--- src/rtl/cpack_dict_match.sv ---
// Pair-wise dictionary matcher for the compressor: classifies two words against
// the 16-entry dictionary and drives its pair write lanes. Stats: DICT_MATCH_STATS_EN.
module cpack_dict_match #(
    parameter int DATA_WIDTH  = 32,
    parameter int TOTAL_WORDS = 16,
    parameter int IDX_W       = $clog2(TOTAL_WORDS)
) (
    input  logic                              i_clk,
    input  logic                              i_reset,
    input  logic [TOTAL_WORDS*DATA_WIDTH-1:0] i_dict,
    input  logic                              i_valid,
    output logic                              o_ready,
    input  logic [DATA_WIDTH-1:0]             i_word1,
    input  logic [DATA_WIDTH-1:0]             i_word2,
    input  logic                              i_word2_vld,
    output logic                              o_valid,
    input  logic                              i_ready,
    output logic [2:0]                        o_code1,
    output logic [2:0]                        o_code2,
    output logic [IDX_W-1:0]                  o_idx1,
    output logic [IDX_W-1:0]                  o_idx2,
    output logic                              o_vld2,
    output logic                              o_push1,
    output logic                              o_push2,
    output logic [DATA_WIDTH-1:0]             o_push_data1,
    output logic [DATA_WIDTH-1:0]             o_push_data2
`ifdef DICT_MATCH_STATS_EN
    ,
    output logic [15:0]                       o_cnt_words,
    output logic [15:0]                       o_cnt_full
`endif
);

    localparam logic [2:0] CODE_ZZZZ = 3'd0;
    localparam logic [2:0] CODE_XXXX = 3'd1;
    localparam logic [2:0] CODE_MMMM = 3'd2;
    localparam logic [2:0] CODE_MMXX = 3'd3;
    localparam logic [2:0] CODE_ZZZX = 3'd4;
    localparam logic [2:0] CODE_MMMX = 3'd5;

    typedef struct packed {
        logic [2:0]       code;
        logic [IDX_W-1:0] idx;
        logic             push;
    } cls_t;

    // Scan high to low so the lowest matching entry is the one left standing.
    function automatic cls_t classify(
        input logic [DATA_WIDTH-1:0]             w,
        input logic [TOTAL_WORDS*DATA_WIDTH-1:0] dict
    );
        cls_t                  r;
        logic [DATA_WIDTH-1:0] e;
        logic                  hit_f;
        logic                  hit_3;
        logic                  hit_2;
        logic [IDX_W-1:0]      idx_f;
        logic [IDX_W-1:0]      idx_3;
        logic [IDX_W-1:0]      idx_2;
        r     = '0;
        hit_f = 1'b0;
        hit_3 = 1'b0;
        hit_2 = 1'b0;
        idx_f = '0;
        idx_3 = '0;
        idx_2 = '0;
        for (int k = TOTAL_WORDS - 1; k >= 0; k--) begin
            e = dict[k*DATA_WIDTH +: DATA_WIDTH];
            if (e == w) begin
                hit_f = 1'b1;
                idx_f = IDX_W'(k);
            end
            if (e[DATA_WIDTH-1:8] == w[DATA_WIDTH-1:8]) begin
                hit_3 = 1'b1;
                idx_3 = IDX_W'(k);
            end
            if (e[DATA_WIDTH-1:16] == w[DATA_WIDTH-1:16]) begin
                hit_2 = 1'b1;
                idx_2 = IDX_W'(k);
            end
        end
        if (w == '0) begin
            r.code = CODE_ZZZZ;
        end else if (hit_f) begin
            r.code = CODE_MMMM;
            r.idx  = idx_f;
        end else if (w[DATA_WIDTH-1:8] == '0) begin
            r.code = CODE_ZZZX;
        end else if (hit_3) begin
            r.code = CODE_MMMX;
            r.idx  = idx_3;
            r.push = 1'b1;
        end else if (hit_2) begin
            r.code = CODE_MMXX;
            r.idx  = idx_2;
            r.push = 1'b1;
        end else begin
            r.code = CODE_XXXX;
            r.push = 1'b1;
        end
        return r;
    endfunction

    cls_t cls1;
    cls_t cls2;

    logic                  valid_q, valid_d;
    logic [2:0]            code1_q, code1_d;
    logic [2:0]            code2_q, code2_d;
    logic [IDX_W-1:0]      idx1_q, idx1_d;
    logic [IDX_W-1:0]      idx2_q, idx2_d;
    logic                  vld2_q, vld2_d;
    logic                  push1_q, push1_d;
    logic                  push2_q, push2_d;
    logic [DATA_WIDTH-1:0] data1_q, data1_d;
    logic [DATA_WIDTH-1:0] data2_q, data2_d;

    logic accept;
    logic xfer;

    always_comb begin
        cls1 = classify(i_word1, i_dict);
        cls2 = '0;
        if (i_word2_vld) begin
            cls2 = classify(i_word2, i_dict);
        end
    end

    // A pending push blocks acceptance so the next pair sees the written dict.
    assign o_ready = !valid_q | (i_ready & !push1_q & !push2_q);
    assign accept  = i_valid & o_ready;
    assign xfer    = valid_q & i_ready;

    always_comb begin
        valid_d = valid_q;
        code1_d = code1_q;
        code2_d = code2_q;
        idx1_d  = idx1_q;
        idx2_d  = idx2_q;
        vld2_d  = vld2_q;
        push1_d = push1_q;
        push2_d = push2_q;
        data1_d = data1_q;
        data2_d = data2_q;
        if (accept) begin
            valid_d = 1'b1;
            code1_d = cls1.code;
            code2_d = cls2.code;
            idx1_d  = cls1.idx;
            idx2_d  = cls2.idx;
            vld2_d  = i_word2_vld;
            push1_d = cls1.push;
            push2_d = cls2.push;
            data1_d = i_word1;
            data2_d = i_word2_vld ? i_word2 : '0;
        end else if (xfer) begin
            valid_d = 1'b0;
            code1_d = '0;
            code2_d = '0;
            idx1_d  = '0;
            idx2_d  = '0;
            vld2_d  = 1'b0;
            push1_d = 1'b0;
            push2_d = 1'b0;
            data1_d = '0;
            data2_d = '0;
        end
    end

    always_ff @(posedge i_clk or negedge i_reset) begin
        if (!i_reset) begin
            valid_q <= 1'b0;
            code1_q <= '0;
            code2_q <= '0;
            idx1_q  <= '0;
            idx2_q  <= '0;
            vld2_q  <= 1'b0;
            push1_q <= 1'b0;
            push2_q <= 1'b0;
            data1_q <= '0;
            data2_q <= '0;
        end else begin
            valid_q <= valid_d;
            code1_q <= code1_d;
            code2_q <= code2_d;
            idx1_q  <= idx1_d;
            idx2_q  <= idx2_d;
            vld2_q  <= vld2_d;
            push1_q <= push1_d;
            push2_q <= push2_d;
            data1_q <= data1_d;
            data2_q <= data2_d;
        end
    end

    assign o_valid      = valid_q;
    assign o_code1      = code1_q;
    assign o_code2      = code2_q;
    assign o_idx1       = idx1_q;
    assign o_idx2       = idx2_q;
    assign o_vld2       = vld2_q;
    assign o_push1      = push1_q & xfer;
    assign o_push2      = push2_q & xfer;
    assign o_push_data1 = data1_q;
    assign o_push_data2 = data2_q;

`ifdef DICT_MATCH_STATS_EN
    function automatic logic [15:0] sat_add(
        input logic [15:0] a,
        input logic [1:0]  b
    );
        logic [16:0] s;
        s = {1'b0, a} + {15'd0, b};
        return s[16] ? 16'hFFFF : s[15:0];
    endfunction

    logic [15:0] cnt_words_q, cnt_words_d;
    logic [15:0] cnt_full_q, cnt_full_d;
    logic [1:0]  words_inc;
    logic [1:0]  full_inc;

    always_comb begin
        words_inc   = {1'b0, 1'b1} + {1'b0, vld2_q};
        full_inc    = {1'b0, code1_q == CODE_MMMM}
                    + {1'b0, vld2_q && (code2_q == CODE_MMMM)};
        cnt_words_d = cnt_words_q;
        cnt_full_d  = cnt_full_q;
        if (xfer) begin
            cnt_words_d = sat_add(cnt_words_q, words_inc);
            cnt_full_d  = sat_add(cnt_full_q, full_inc);
        end
    end

    always_ff @(posedge i_clk or negedge i_reset) begin
        if (!i_reset) begin
            cnt_words_q <= '0;
            cnt_full_q  <= '0;
        end else begin
            cnt_words_q <= cnt_words_d;
            cnt_full_q  <= cnt_full_d;
        end
    end

    assign o_cnt_words = cnt_words_q;
    assign o_cnt_full  = cnt_full_q;
`endif

endmodule
--- config.mk ---
export PLATFORM = sky130hd
export DESIGN_NAME = cpack_dict_match
export DESIGN_NICKNAME = d
export VERILOG_FILES = /design/src/rtl/cpack_dict_match.sv
export SDC_FILE = /design/constraint.sdc
export NUM_CORES = 1
export LEC_CHECK = 0
export ABC_AREA = 1
export CAP_MARGIN = 10
export CORE_AREA = 5 5 255 257
export CTS_CLUSTER_SIZE = 30
export DETAILED_ROUTE_END_ITERATION = 8
export DIE_AREA = 0 0 260 262
export GPL_ROUTABILITY_DRIVEN = 0
export PLACE_DENSITY = 0.66
export REMOVE_ABC_BUFFERS = 1
export SLEW_MARGIN = 5
export SYNTH_ARGS = -nofsm -noshare
export SYNTH_HDL_FRONTEND = slang
export SYNTH_SLANG_ARGS = --single-unit
--- constraint.sdc ---
create_clock -name i_clk -period 3.73 [get_ports i_clk]
set_clock_uncertainty 0.2 [all_clocks]
set_input_delay 0.373 -clock i_clk [delete_from_list [all_inputs] [get_ports i_clk]]
set_output_delay 0.373 -clock i_clk [all_outputs]
set_load 0.01 [all_outputs]
==> results of run 1 <==
[through the flow]
| step | total power (uW) | setup slack [ns] | cell area [um2] | util | hold slack, ns |
|---|---|---|---|---|---|
| finish | 5450 | 0.218 | 26900 | 0.431 | 0.283 |
| global placement | 4370 | -0.294 | 26600 | 0.425 | 0.266 |
| CTS | 5490 | 0.133 | 26900 | 0.430 | 0.291 |
| detailed placement | 4390 | -0.287 | 26600 | 0.425 | 0.272 |
| floorplan | 2390 | 1.05 | 17200 | - | -0.123 |
| global route | 5750 | 0.0113 | 26900 | 0.431 | 0.305 |
[layer usage]
metal,part of all wire,vias to the layer above,global-route usage
met5,0.0013,-,0
met4,0.041,20,0.115
met3,0.092,215,0.0770
met2,0.48,1080,0.483
met1,0.39,9840,0.333
li1,-,10000,-
[flip-flops by register name, indices dropped and copies added (netlist names)]
| register | flops |
|---|---|
| o_code1 | 2 |
| o_idx2 | 4 |
| o_idx1 | 4 |
| o_vld2 | 1 |
| o_push_data1 | 32 |
| push1_q | 1 |
| o_valid | 1 |
| o_push_data2 | 32 |
| push2_q | 1 |
| o_code2 | 2 |
[cell type report]
class / count / area share
well taps: 846 / 0.0393
multi-input cells: 2263 / 0.536
inverters: 191 / 0.0269
clock buffers: 9 / 0.00836
flip-flops and latches: 80 / 0.0743
repair buffers: 838 / 0.310
clock inverters: 7 / 0.00321
diodes: 19 / 0.00177
[worst paths after layout]
| check | endpoint | from | slack, ns |
|---|---|---|---|
| max | o_idx1[1]$_DFFE_PN0P_ | i_word1[27] | 0.22 |
| min | o_push_data1[18]$_DFFE_PN0P_ | o_push_data1[18]$_DFFE_PN0P_ | 0.28 |
| max reg2reg | o_push_data1[13]$_DFFE_PN0P_ | push1_q$_DFFE_PN0P_ | 1.14 |
| min reg2reg | o_push_data1[18]$_DFFE_PN0P_ | o_push_data1[18]$_DFFE_PN0P_ | 0.28 |
| max in group asynchronous | o_push_data2[15]$_DFFE_PN0P_ | i_reset | 2.03 |
| min in group asynchronous | o_push_data1[3]$_DFFE_PN0P_ | i_reset | 0.50 |
[cells in the final DEF (no fill, tap or decap), drive strengths merged, types with 79 or more instances in the layout]
cell type	netlist	layout
inv	183	186
nor4	127	127
buf	140	175
xor2	455	455
clkdlybuf4s50	0	662
nor2	179	179
dfrtp	80	80
nand4	119	119
nand2	695	695
nand3	79	79
xnor2	400	400
[power groups by stage]
stage / Sequential (uW) / Clock, uW / Combinational [uW]
after floorplan: 1180 / 0 / 1210
after global routing: 1130 / 1110 / 3520
final: 1110 / 1050 / 3300
after CTS: 1110 / 1100 / 3290
after global placement: 1120 / 0 / 3250
after detailed placement: 1120 / 0 / 3270
[cell families after synthesis]
group,count (synthesis),share of synthesized area
AND/OR/NAND/NOR,1274,0.327
flip-flops,80,0.108
AO/OA/AOI/OAI,134,0.0454
XOR/XNOR,855,0.408
buffers and inverters,343,0.111
[timing repair]
action,in CTS,in global routing
endpoints found under the hold margin,42,0
setup buffers,0,0
hold buffers,1,0
[worst max-delay path, delay by kind of cell]
kind / cells / cell delay (ns)
buffers and inverters: 4 / 1.33
AND/OR/NAND/NOR: 14 / 1.86
==> flow_results.xml, run 1 <==
<?xml version="1.0" encoding="UTF-8"?>
<metrics>
  <group name="logic_synthesis">
    <metric name="yosys-top-cells-area" unit="">xor2_1 (22%), xnor2_1 (19%), nand2_1 (14%)</metric>
    <metric name="netlist.top_cell.by_area" unit="">xor2_1</metric>
    <metric name="synth_area_per_cell" unit="um2">6.88</metric>
    <metric name="synth_top_area_frac" unit="">0.216</metric>
    <metric name="synth_most_common_cell" unit="">nand2_1</metric>
    <metric name="synth_top_flop_cell" unit="">dfrtp_1</metric>
    <metric name="yosysWarningCount" unit="">0</metric>
    <metric name="synth-seq-cells" unit="">80</metric>
    <metric name="synth_cells" unit="">2686</metric>
    <metric name="post_synth_num_cell_types" unit="">53</metric>
    <metric name="synth-async-reset-ratio" unit="">1.00</metric>
    <metric name="synthesis.area" unit="um2">18500</metric>
    <metric name="synth_top_cells_by_count" unit="">nand2_1 (686), xor2_1 (455), xnor2_1 (394), nor2_1 (162), inv_1 (148)</metric>
    <metric name="synth_sequential_area_ratio" unit="">0.108</metric>
    <metric name="count_of_flip_flops_with_a_built_in_enable_after_synthesis" unit="">0</metric>
  </group>
  <group name="clock_network">
    <metric name="post_cts_gate_resize_count" unit="">0</metric>
    <metric name="cts.sink_count" unit="">80</metric>
    <metric name="clock_path_buffers" unit="">2</metric>
    <metric name="cts_inserted_buffers" unit="">9</metric>
    <metric name="cts-root-buf" unit="">clkbuf_16</metric>
    <metric name="tritoncts" unit="">yes</metric>
    <metric name="htreeDepth" unit="">3</metric>
    <metric name="cts.clk_slew.worst_paths" unit="ns">0.07</metric>
    <metric name="clk-insertion-delay-late" unit="ns">0.39</metric>
  </group>
  <group name="die">
    <metric name="num_rows" unit="">92</metric>
    <metric name="die_width" unit="um">260</metric>
    <metric name="die_y" unit="um">262</metric>
    <metric name="initial_utilization" unit="">0.296</metric>
    <metric name="pin_count" unit="">664</metric>
    <metric name="fp.dieArea" unit="um2">68100</metric>
    <metric name="core_area" unit="um2">62500</metric>
  </group>
  <group name="placement">
    <metric name="port-buffer-count" unit="">663</metric>
    <metric name="hpwlAfterDp" unit="um">85000</metric>
    <metric name="place_inst" unit="">4217</metric>
  </group>
  <group name="power">
    <metric name="internal_power" unit="uW">3190</metric>
    <metric name="sequentialPowerShare" unit="">0.203</metric>
    <metric name="power.share.switching" unit="">0.415</metric>
    <metric name="power.share.clock" unit="">0.192</metric>
    <metric name="power-per-cell-area" unit="nW/um2">202</metric>
    <metric name="vdd_drop_max" unit="uV">228</metric>
    <metric name="p_switching" unit="uW">2260</metric>
    <metric name="power.share.combinational" unit="">0.605</metric>
    <metric name="cellLeakagePower" unit="uW">0.0113</metric>
  </group>
  <group name="setup_path">
    <metric name="worst_setup_path_end_kind" unit="">flop</metric>
    <metric name="cp_max_fo" unit="">20</metric>
    <metric name="crit_path_cell_trace" unit="">clkdlybuf4s50_1, inv_2, or2_1, nand3_1, nor4_2, buf_4, nand2_1, nor2_2, and3_1, inv_1, nand3_1, nor2_1, nand2_2, nor2_1, nand2_1, nand2_1, nand2_1, nand2_1</metric>
    <metric name="rr_worst_depth" unit="">7</metric>
    <metric name="cp_slowest_stage_delay" unit="ns">0.65</metric>
    <metric name="path_common_cell" unit="">nand2_1</metric>
    <metric name="cp_data_required_time" unit="ns">3.81</metric>
    <metric name="critPathLaunchType" unit="">input pin</metric>
    <metric name="critPathKind" unit="">input pin to flop</metric>
    <metric name="critPathArrivalTime" unit="ns">3.59</metric>
    <metric name="critical_path.slowest_cell" unit="">clkdlybuf4s50_1</metric>
  </group>
  <group name="drt">
    <metric name="detail_route.vias_per_cell" unit="">4.98</metric>
    <metric name="finalWirelength" unit="um">101000</metric>
    <metric name="detail_route.wl_per_cell" unit="um">23.7</metric>
    <metric name="drt_pass1_iterations" unit="">6</metric>
    <metric name="vias" unit="">21200</metric>
    <metric name="detail_route.drc_violations" unit="">0</metric>
    <metric name="drt_iter0_drc" unit="">1853</metric>
    <metric name="antenna_left" unit="">0</metric>
  </group>
  <group name="global_routing">
    <metric name="grt_start_max_net_pins" unit="">75</metric>
    <metric name="global_route_wire_length_before_repair" unit="um">142000</metric>
    <metric name="gr-total-overflow" unit="">0</metric>
    <metric name="grt_pass1_vias" unit="">20600</metric>
    <metric name="grt.total_usage" unit="">0.281</metric>
    <metric name="antenna_found_initial" unit="">30</metric>
  </group>
  <group name="finish">
    <metric name="area.growth.synth_to_final" unit="%">45.7</metric>
    <metric name="finished_layout_cells" unit="">4253</metric>
    <metric name="seq_area" unit="um2">2000</metric>
    <metric name="drive_gt1_frac" unit="">0.0947</metric>
    <metric name="nNetsFinal" unit="">3964</metric>
    <metric name="multi_input_comb_area" unit="um2">14400</metric>
    <metric name="nFillCells" unit="">6427</metric>
  </group>
  <group name="worst_hold_path">
    <metric name="hold_crit_class" unit="">flop to flop</metric>
    <metric name="worst_hold_path.num_cells" unit="">2</metric>
  </group>
  <group name="run_status">
    <metric name="outcome" unit="">completed</metric>
  </group>
  <group name="sta">
    <metric name="timing_max_transition_violations_final" unit="">0</metric>
    <metric name="unrepaired_setup_endpoints_after_global_routing" unit="">false</metric>
    <metric name="setup_total_negative_slack" unit="ns">0</metric>
    <metric name="finalSetupViolations" unit="">0</metric>
    <metric name="timing.final.crit_share" unit="">0.942</metric>
    <metric name="timing.max_slew.rel_slack" unit="">0.189</metric>
    <metric name="worst-slew-pin-transition" unit="ns">1.19</metric>
    <metric name="final.min_clock_period" unit="ns">3.51</metric>
    <metric name="report.final.hold_viol_count" unit="">0</metric>
    <metric name="fmax" unit="GHz">0.285</metric>
  </group>
  <group name="job">
    <metric name="maxCapViolCount" unit="">0</metric>
  </group>
</metrics>
Power figures use the tool's default switching activity.
==> run 2: changes to the inputs <==
--- a/constraint.sdc
+++ b/constraint.sdc
@@ -3,3 +3,3 @@
 set_input_delay 0.373 -clock i_clk [delete_from_list [all_inputs] [get_ports i_clk]]
 set_output_delay 0.373 -clock i_clk [all_outputs]
-set_load 0.01 [all_outputs]
+set_load 0.05 [all_outputs]
==> results of run 2 <==
The final DEF is identical to that of run 1. Status: completed.
Among the figures that moved: total power 5450 uW -> 5930 uW
